$ cat config.mk
export PLATFORM = sky130hd
export DESIGN_NAME = hold_sched
export DESIGN_NICKNAME = d
export VERILOG_FILES = /design/src/rtl/hold_pkg.sv /design/src/rtl/hold_sched_rr_pick.sv /design/src/rtl/hold_sched.sv
export SDC_FILE = /design/constraint.sdc
export NUM_CORES = 1
export LEC_CHECK = 0
export ABC_AREA = 1
export CORE_MARGIN = 1
export CORE_UTILIZATION = 25
export DETAILED_ROUTE_END_ITERATION = 12
export SKIP_LAST_GASP = 1
export SYNTH_ARGS = -nofsm -noshare
export SYNTH_HDL_FRONTEND = slang
export SYNTH_SLANG_ARGS = --single-unit
$ cat constraint.sdc
create_clock -name clk -period 1.5 [get_ports clk]
set_input_delay 0.3 -clock clk [delete_from_list [all_inputs] [get_ports clk]]
set_output_delay 0.3 -clock clk [all_outputs]
set_load 0.01 [all_outputs]
$ cat src/rtl/hold_pkg.sv
// Shared definitions for the hold scheduler: FSM state encoding,
// grant-index width helper and default timing constants.
package hold_pkg;

    typedef enum logic [1:0] {
        ST_IDLE = 2'd0,
        ST_HOLD = 2'd1,
        ST_GAP  = 2'd2
    } state_t;

    localparam int HOLD_TIME_DEF = 60;
    localparam int GAP_TIME_DEF  = 4;

    // Grant index width; at least one bit even for tiny requester counts.
    function automatic int idw(input int n);
        return (n <= 2) ? 1 : $clog2(n);
    endfunction

endpackage

$ cat src/rtl/hold_sched_rr_pick.sv
// Combinational round-robin picker: first set bit of pend searching upward
// from (last+1) mod N_REQ, with wrap-around.
module hold_sched_rr_pick
    import hold_pkg::*;
#(
    parameter int N_REQ = 4,
    parameter int IDW   = 2
) (
    input  logic [N_REQ-1:0] pend,
    input  logic [IDW-1:0]   last,
    output logic             vld,
    output logic [IDW-1:0]   idx
);

    logic [IDW-1:0] j;

    // Scan from the farthest offset down so the nearest candidate wins.
    always_comb begin
        vld = 1'b0;
        idx = '0;
        j   = '0;
        for (int i = N_REQ; i >= 1; i--) begin
            j = IDW'((int'(last) + i) % N_REQ);
            if (pend[j]) begin
                vld = 1'b1;
                idx = j;
            end
        end
    end

endmodule

$ cat src/rtl/hold_sched.sv
// Round-robin scheduler sharing one stretched pulse output between N_REQ
// single-cycle event sources; each grant holds HOLD_TIME cycles then gaps.
module hold_sched
    import hold_pkg::*;
#(
    parameter  int N_REQ     = 4,
    parameter  int HOLD_TIME = HOLD_TIME_DEF,
    parameter  int GAP_TIME  = GAP_TIME_DEF,
    parameter  int CNT_W     = 16,
    localparam int IDW       = idw(N_REQ)
) (
    input  logic             clk,
    input  logic             rst_p,
    input  logic [N_REQ-1:0] req_i,
    input  logic             clr_i,
    output logic             hold_o,
    output logic [IDW-1:0]   grant_id_o,
    output logic             busy_o,
    output logic [N_REQ-1:0] pend_o,
    output logic [N_REQ-1:0] done_o
);

    localparam logic [CNT_W-1:0] HOLD_LAST = CNT_W'(HOLD_TIME - 1);
    localparam logic [CNT_W-1:0] GAP_LAST  = CNT_W'((GAP_TIME > 0) ? GAP_TIME - 1 : 0);

    state_t           state, state_n;
    logic [CNT_W-1:0] cnt, cnt_n;
    logic [N_REQ-1:0] pend, pend_n, done_n, grant_mask, done_q;
    logic [IDW-1:0]   gid, gid_n, rr_last, pick_idx;
    logic             seen, seen_n, pick_vld, hold_q, busy_q;

    // Until the first grant the search must start at index 0.
    assign rr_last = seen ? gid : IDW'(N_REQ - 1);

    hold_sched_rr_pick #(
        .N_REQ (N_REQ),
        .IDW   (IDW)
    ) u_pick (
        .pend (pend),
        .last (rr_last),
        .vld  (pick_vld),
        .idx  (pick_idx)
    );

    always_comb begin
        state_n    = state;
        cnt_n      = cnt;
        gid_n      = gid;
        seen_n     = seen;
        done_n     = '0;
        grant_mask = '0;
        case (state)
            ST_IDLE: begin
                if (pick_vld) begin
                    state_n              = ST_HOLD;
                    cnt_n                = '0;
                    gid_n                = pick_idx;
                    seen_n               = 1'b1;
                    grant_mask[pick_idx] = 1'b1;
                end
            end
            ST_HOLD: begin
                if (cnt == HOLD_LAST) begin
                    state_n     = (GAP_TIME > 0) ? ST_GAP : ST_IDLE;
                    cnt_n       = '0;
                    done_n[gid] = 1'b1;
                end else begin
                    cnt_n = cnt + CNT_W'(1);
                end
            end
            ST_GAP: begin
                if (cnt == GAP_LAST) begin
                    state_n = ST_IDLE;
                    cnt_n   = '0;
                end else begin
                    cnt_n = cnt + CNT_W'(1);
                end
            end
            default: begin
                state_n = ST_IDLE;
                cnt_n   = '0;
            end
        endcase
        // A request in the same cycle beats both clear and grant.
        pend_n = ((clr_i ? '0 : pend) & ~grant_mask) | req_i;
    end

    always_ff @(posedge clk or posedge rst_p) begin
        if (rst_p) begin
            state  <= ST_IDLE;
            cnt    <= '0;
            pend   <= '0;
            gid    <= '0;
            seen   <= 1'b0;
            hold_q <= 1'b0;
            busy_q <= 1'b0;
            done_q <= '0;
        end else begin
            state  <= state_n;
            cnt    <= cnt_n;
            pend   <= pend_n;
            gid    <= gid_n;
            seen   <= seen_n;
            hold_q <= (state_n == ST_HOLD);
            busy_q <= (state_n != ST_IDLE);
            done_q <= done_n;
        end
    end

    assign hold_o     = hold_q;
    assign grant_id_o = gid;
    assign busy_o     = busy_q;
    assign pend_o     = pend;
    assign done_o     = done_q;

endmodule

==> results of run 1 <==
[layer usage]
metal,vias to the layer above,global-route usage,share of wire
met5,-,0,0
met4,0,0.0455,0.014
met3,13,0.0335,0.028
met2,30,0.259,0.49
met1,1098,0.187,0.47
li1,1190,-,-
[critical path: cells and delay by family, from the launching register on]
family          cells  cell delay [ns]
compound gates      1             0.05
simple gates        9             0.81
buf+inv             3             0.34
flops               1             0.44
[synth_stat cells]
master     n  area share
inv_1     46       0.080
a21oi_1   14       0.032
nor3_1    10       0.023
clkbuf_1   3      0.0052
nand3_1   40       0.092
a21oi_4    1      0.0075
buf_6      2       0.010
o211ai_1   1      0.0035
buf_1      1      0.0017
dfrtp_1   31        0.36
nor2_1    31       0.054
nand2_1   88        0.15
o21ai_2   12       0.049
ha_1       5       0.029
nand4_1    5       0.014
inv_2      2      0.0035
buf_4      2      0.0069
nand3b_1   1      0.0035
nand2_4    1      0.0052
clkinv_1   1      0.0017
xor2_1     9       0.036
nor2_4     1      0.0052
o21ai_0   11       0.025
[worst paths after layout]
check / start / depth (start not counted) / slack [ns] / endpoint
hold reg to reg: cnt[10] / 3 / 0.59 / cnt[10]
min in group clk: req_i[3] / 3 / 0.53 / pend_o[3]
setup / recovery: grant_id_o[0] / 13 / -0.26 / cnt[12]
hold / removal: rst_p / 3 / 0.36 / done_o[3]
setup reg to reg: grant_id_o[0] / 13 / -0.26 / cnt[12]
max in group asynchronous: rst_p / 3 / 0.95 / grant_id_o[0]
[through the flow]
step                      instances  setup WS (ns)  hold WS (ns)  power [mW]
after CTS                       510         -0.202         0.364        4.61
after floorplan                 318         -0.134         0.398        2.30
after detailed placement        491         -0.217         0.556        3.22
after global placement          491         -0.202         0.553        3.19
final                           511         -0.259         0.356        5.06
after global routing            511         -0.353         0.383        5.45
[final cells by class]
type,count,area share
Tap cell,105,0.0389
Inverter,49,0.0567
Multi-Input combinational cell,230,0.418
Clock buffer,8,0.0296
Sequential cell,31,0.230
Timing Repair Buffer,88,0.226
[repair_timing]
| action | 4_1_cts | 5_1_grt |
|---|---|---|
| pin swaps | 7 | 12 |
| gates cloned | 0 | 0 |
| setup endpoints to repair | 35 | 32 |
| resized for setup | 42 | 39 |
| hold buffers | 0 | 0 |
| buffers inserted | 11 | 2 |
[power by group through the flow]
stage | logic, mW | clock network, mW | registers, mW
3_3_place_gp | 2.13 | 0 | 1.07
6_report | 3.24 | 0.750 | 1.07
3_5_place_dp | 2.16 | 0 | 1.07
4_1_cts | 2.76 | 0.784 | 1.06
5_1_grt | 3.55 | 0.822 | 1.08
2_1_floorplan | 1.19 | 0 | 1.11
[logic make-up (layout without fill, tap and decap cells)]
family / Yosys count / after routing / synth area share
DFF: 31 / 31 / 0.358
adders and majority gates: 5 / 5 / 0.0289
and+or+nand+nor: 177 / 177 / 0.350
buffers and inverters: 57 / 145 / 0.109
xor gates and xnor gates: 9 / 9 / 0.0364
AOI/OAI and AO/OA: 39 / 39 / 0.117
[registers in the layout (all words and copies together) (netlist names)]
signal      cells
done_o          4
cnt            16
state           2
seen            1
grant_id_o      2
busy_o          1
hold_o          1
pend_o          4
[cell usage in the layout, fill, tap and decap left out, drive strengths merged]
cell	instances
clkdlybuf4s50	12
nor3	10
xor2	9
nand3	40
buf	70
nand2	89
ha	5
nand4	5
dfrtp	31
clkbuf	9
o211ai	1
dlygate4sd2	5
a21oi	15
nand3b	1
inv	47
nor2	32
clkinv	2
o21ai	23
==> metrics.txt, run 1 <==
first-pass GRT wire length 10.6 mm; initial core utilization 0.261; die area 9040 um2; port buffer count 18; Critical Path, Cell by Cell clkinv_4 -> nand2_8 -> nand2_4 -> nand2_4 -> nand2_4 -> nand2_2 -> nor2_2 -> nand2_2 -> nor2_4 -> inv_4 -> buf_12 -> nand3_1 -> o21ai_2; Comb power frac 0.641; # H-tree levels 2; failing checks negative setup slack; final setup margin -0.259 ns; Clk pwr share 0.148; GPL Wtd Cong 0.885; clock period minus worst slack 1.76 ns; register area 778 um2; f_max 568 MHz; Row Count 33; worst-path maximum fanout 16; TritonCTS Buffers 5; status finished, violations left; CTS clk-pin slew, worst paths 0.07 ns; vias in the first global route 2312; Seq cells post-synth 31; RSZ-0062 raised after global routing true; post-route ant nets 0; PD cells 1500 nW/um2; post-synth net total 330; setup violators final 27; IO Count 19; total track usage 0.151; critical path arrival 1.94 ns; Total Wirelength 6.18 mm; DRT iter0 DRCs 58; register area share after synthesis 0.358; CP Class reg -> reg; Tcrit/Tclk final 1.17; Sw Ratio 0.446; CP Launch Type flip-flop; DP Area 2940 um2; post-DP HPWL 4.31 mm; Maximum Capacitance Violations 0; Internal Power 2.80 mW; drt pass-1 iters 4; routed vias 2331; worst-margin pin slew 0.365 ns; share of cells above drive strength 1 0.362; post-layout instance area 3380 um2; Die Span Y 95.1 um; CP required 1.68 ns; Crit path top cell by count nand2_4; Fin Clk Skew 0.00701 ns; syn avg cell area 6.81 um2; Critical Path Slowest Stage Cell dfrtp_2; area of the multi-input gates 1410 um2; fillers 834; Ys Warns 0; initial antenna violation count 0; max-slew headroom at the worst pin 0.755; routed vias/inst 4.56; pin count of the biggest net entering global routing 32; Max IR drop VDD 700 uV; drc violations 0; core footprint 8300 um2; cell area after synthesis 2170 um2; sequential share of power 0.211; setup TNS -5.71 ns; cell count after synthesis 318; clock sinks 31; Max clock buf depth 2; final hold violation count 0; Netlist cell types 23; Clock Latency Late Sink 0.29 ns; Post-Route Utilization 0.407; Slew Limit Fails 0; Die X 95.1 um; CP max stage delay 0.44 ns; Avg WL per Cell 12.1 um; Clk Tree Root Cell clkbuf_8; Layout area overhead 55.9%; static leakage 1.63 nW; grt total ovfl 0; Ant. Diodes 0; Critical Path Sink Type flip-flop; fin nets 417; CTS tree yes; NetSw 2.25 mW; worst hold path class in -> async
Note: power is estimated with default switching activity, not from simulation.
==> inputs of run 2 (changes only) <==
- CELL_PAD_IN_SITES_DETAIL_PLACEMENT: not set -> 0
- CELL_PAD_IN_SITES_GLOBAL_PLACEMENT: not set -> 2
- CORE_ASPECT_RATIO: not set -> 1.1
- PLACE_DENSITY_LB_ADDON: not set -> 0.1
- SLEW_MARGIN: not set -> 5
==> run 2 against run 1 <==
The run still ends with negative setup slack left. Register-to-register slack is essentially flat. Sequential share of layout area shrank 1.5 points. Count of clock-buffer cells in the layout decreased by 3. Cell area is 7.0% higher. Final cell count rose by 6.7%. Via count is 2.4% higher. Critical path depth is the same. Clock skew barely moved. Global-route usage up 1.5 points. Non-clock buffer count is 28 higher. First-iteration DRC count shrank 12%. Critical endpoint unchanged. Largest power group unchanged.
==> metrics.txt, run 2 (synthesized netlist as in run 1, its figures left out) <==
clock sinks 31 (unchanged); Clk pwr share 0.162 (was 0.148); NetSw 2.18 mW (was 2.25 mW); hold_ws 0.353 ns (was 0.356 ns); pin count of the biggest net entering global routing 32 (unchanged); Cells after DPL 527 (was 491); IO Count 19 (unchanged); DP Area 3160 um2 (was 2940 um2); drt pass-1 iters 4 (unchanged); setup violators final 27 (unchanged); failing checks negative setup slack (unchanged); Post-Route Utilization 0.430 (was 0.407); TritonCTS Buffers 5 (unchanged); initial antenna violation count 0 (unchanged); Clk Tree Root Cell clkbuf_8 (unchanged); area of the multi-input gates 1390 um2 (was 1410 um2); drc violations 0 (unchanged); R2R depth 13 (unchanged); sequential share of power 0.204 (was 0.211); Max IR drop VDD 431 uV (was 700 uV); Die X 90.7 um (was 95.1 um); RSZ-0062 raised after global routing true (unchanged); Critical Path Sink Type flip-flop (unchanged); worst hold path class in -> async (unchanged); max-slew headroom at the worst pin 0.791 (was 0.755); GPL Wtd Cong 0.778 (was 0.885); critical path arrival 1.99 ns (was 1.94 ns); die area 9040 um2 (about the same); worst-path maximum fanout 8 (was 16); Row Count 35 (was 33); CTS clk-pin slew, worst paths 0.07 ns (about the same); commonest non-fill, non-tap cell in the layout buf_4 (was nand2_1); max reg flops 16 (unchanged); Critical Path, Cell by Cell clkinv_4 -> nand2_8 -> nand2_2 -> nand2_2 -> nand2_2 -> nand2_2 -> nor2_2 -> nand2_2 -> nor2_4 -> inv_6 -> buf_12 -> buf_4 -> o21ai_2 (was clkinv_4 -> nand2_8 -> nand2_4 -> nand2_4 -> nand2_4 -> nand2_2 -> nor2_2 -> nand2_2 -> nor2_4 -> inv_4 -> buf_12 -> nand3_1 -> o21ai_2); grt total ovfl 0 (unchanged); Slew Limit Fails 0 (unchanged); core footprint 8410 um2 (was 8300 um2); final setup margin -0.274 ns (was -0.259 ns); Maximum Capacitance Violations 0 (unchanged); Biggest register cnt (unchanged); initial core utilization 0.258 (was 0.261); worst-margin pin slew 0.311 ns (was 0.365 ns); status finished, violations left (unchanged); Comb power frac 0.633 (was 0.641); post-route ant nets 0 (unchanged); PD cells 1450 nW/um2 (was 1500 nW/um2); Ant. Diodes 0 (unchanged); Avg WL per Cell 12.7 um (was 12.1 um); register area 778 um2 (unchanged); # H-tree levels 2 (unchanged); Internal Power 3.05 mW (was 2.80 mW); Die Span Y 99.6 um (was 95.1 um); share of cells above drive strength 1 0.412 (was 0.362); post-layout instance area 3610 um2 (was 3380 um2); Layout area overhead 66.9% (was 55.9%); first-pass GRT wire length 11.8 mm (was 10.6 mm); Critical Path Slowest Stage Cell dfrtp_2 (unchanged); Non-Filler Instances 545 (was 511); Max clock buf depth 2 (unchanged); post-DP HPWL 5.53 mm (was 4.31 mm); total track usage 0.166 (was 0.151); DRT iter0 DRCs 51 (was 58); CP Class reg -> reg (unchanged); worst slack, placed -0.334 ns (was -0.217 ns); CP max stage delay 0.45 ns (was 0.44 ns); Crit path buffers/inverters 4 (was 3); CP Launch Type flip-flop (unchanged); commonest cells after routing, fill and taps aside 84 x buf_4, 61 x nand2_1, 46 x inv_1 (was 62 x nand2_1, 61 x buf_4, 44 x inv_1); Total Wirelength 6.91 mm (was 6.18 mm); routed vias/inst 4.38 (was 4.56); Worst path depth 13 (unchanged); routed vias 2388 (was 2331); Worst path top cell family by delay simple AND/OR/NAND/NOR gates (unchanged); fin nets 445 (was 417); fillers 933 (was 834); f_max 564 MHz (was 568 MHz); port buffer count 18 (unchanged); Fin Clk Skew 0.00693 ns (was 0.00701 ns); Clock Latency Late Sink 0.29 ns (about the same); Sw Ratio 0.417 (was 0.446); vias in the first global route 2556 (was 2312); clock period minus worst slack 1.77 ns (was 1.76 ns); static leakage 1.77 nW (was 1.63 nW); Tcrit/Tclk final 1.18 (was 1.17); CP required 1.72 ns (was 1.68 ns); final hold violation count 0 (unchanged); Crit path top cell by count nand2_2 (was nand2_4); CTS tree yes (unchanged)
[run 2: cell count changes in the layout (fill, tap and decap cells not counted), moves of 2 or more]
cell | before | now
buf_4 | 61 | 84
buf_6 | 5 | 10
clkbuf_8 | 7 | 5
inv_1 | 44 | 46
inv_2 | 2 | 0
nand2_2 | 15 | 19
nand2_4 | 11 | 8
nand3_2 | 9 | 12
nand3_4 | 3 | 1
nor2_2 | 5 | 7
o21ai_2 | 12 | 14
[run 2: what timing repair did]
action,4_1_cts,5_1_grt
gates resized for setup,44,41
pin swaps,6,6
hold buffers,0,0
buffers inserted,6,3
endpoints found under the setup margin,33,33
cloned,1,0
[run 2: area by class of cell]
cell class | instances | share of cell area
repair buffers | 116 | 0.278
clock buffers | 5 | 0.0190
multi-input cells | 230 | 0.384
inverters | 49 | 0.0537
flip-flops and latches | 31 | 0.215
clock inverters | 3 | 0.0121
well taps | 111 | 0.0384
[run 2: path summary, 6_finish.rpt]
check | from | endpoint | slack, ns
setup / recovery | grant_id_o[0] | cnt[12] | -0.27
hold / removal | rst_p | pend_o[0] | 0.35
setup reg to reg | grant_id_o[0] | cnt[12] | -0.27
hold reg to reg | cnt[10] | cnt[10] | 0.58
max in group asynchronous | rst_p | grant_id_o[1] | 0.96
min in group clk | req_i[3] | pend_o[3] | 0.54
[run 2: metrics by stage]
step	power, mW	setup TNS [ns]
floorplan	2.30	-2.30
global placement	3.66	-6.91
detailed placement	3.64	-7.04
CTS	4.86	-4.87
global route	5.66	-8.40
finish	5.24	-5.42
[run 2: worst register-to-register path, delay by kind of cell (launching register included)]
kind	cells	cell delay, ns
AO/OA/AOI/OAI	1	0.10
buffers and inverters	4	0.49
flip-flops	1	0.45
AND/OR/NAND/NOR	8	0.67
[run 2: power by group through the flow]
stage / sequential [mW] / clock, mW / combinational [mW]
after floorplan: 1.11 / 0 / 1.19
after global placement: 1.07 / 0 / 2.59
after detailed placement: 1.07 / 0 / 2.57
after CTS: 1.06 / 0.883 / 2.92
after global routing: 1.09 / 0.918 / 3.65
final: 1.07 / 0.849 / 3.32
[run 2: metal layers]
metal,share of wire,track usage,up-vias
li1,-,-,1238
met1,0.42,0.182,1121
met2,0.55,0.329,25
met3,0.017,0.0206,4
met4,0.0098,0.0509,0
met5,0,0,-
==> inputs of run 3 (changes only) <==
- CTS_CLUSTER_DIAMETER: not set -> 150
==> results of run 3 <==
No change in the layout: final DEF, timing and power equal those of run 2.
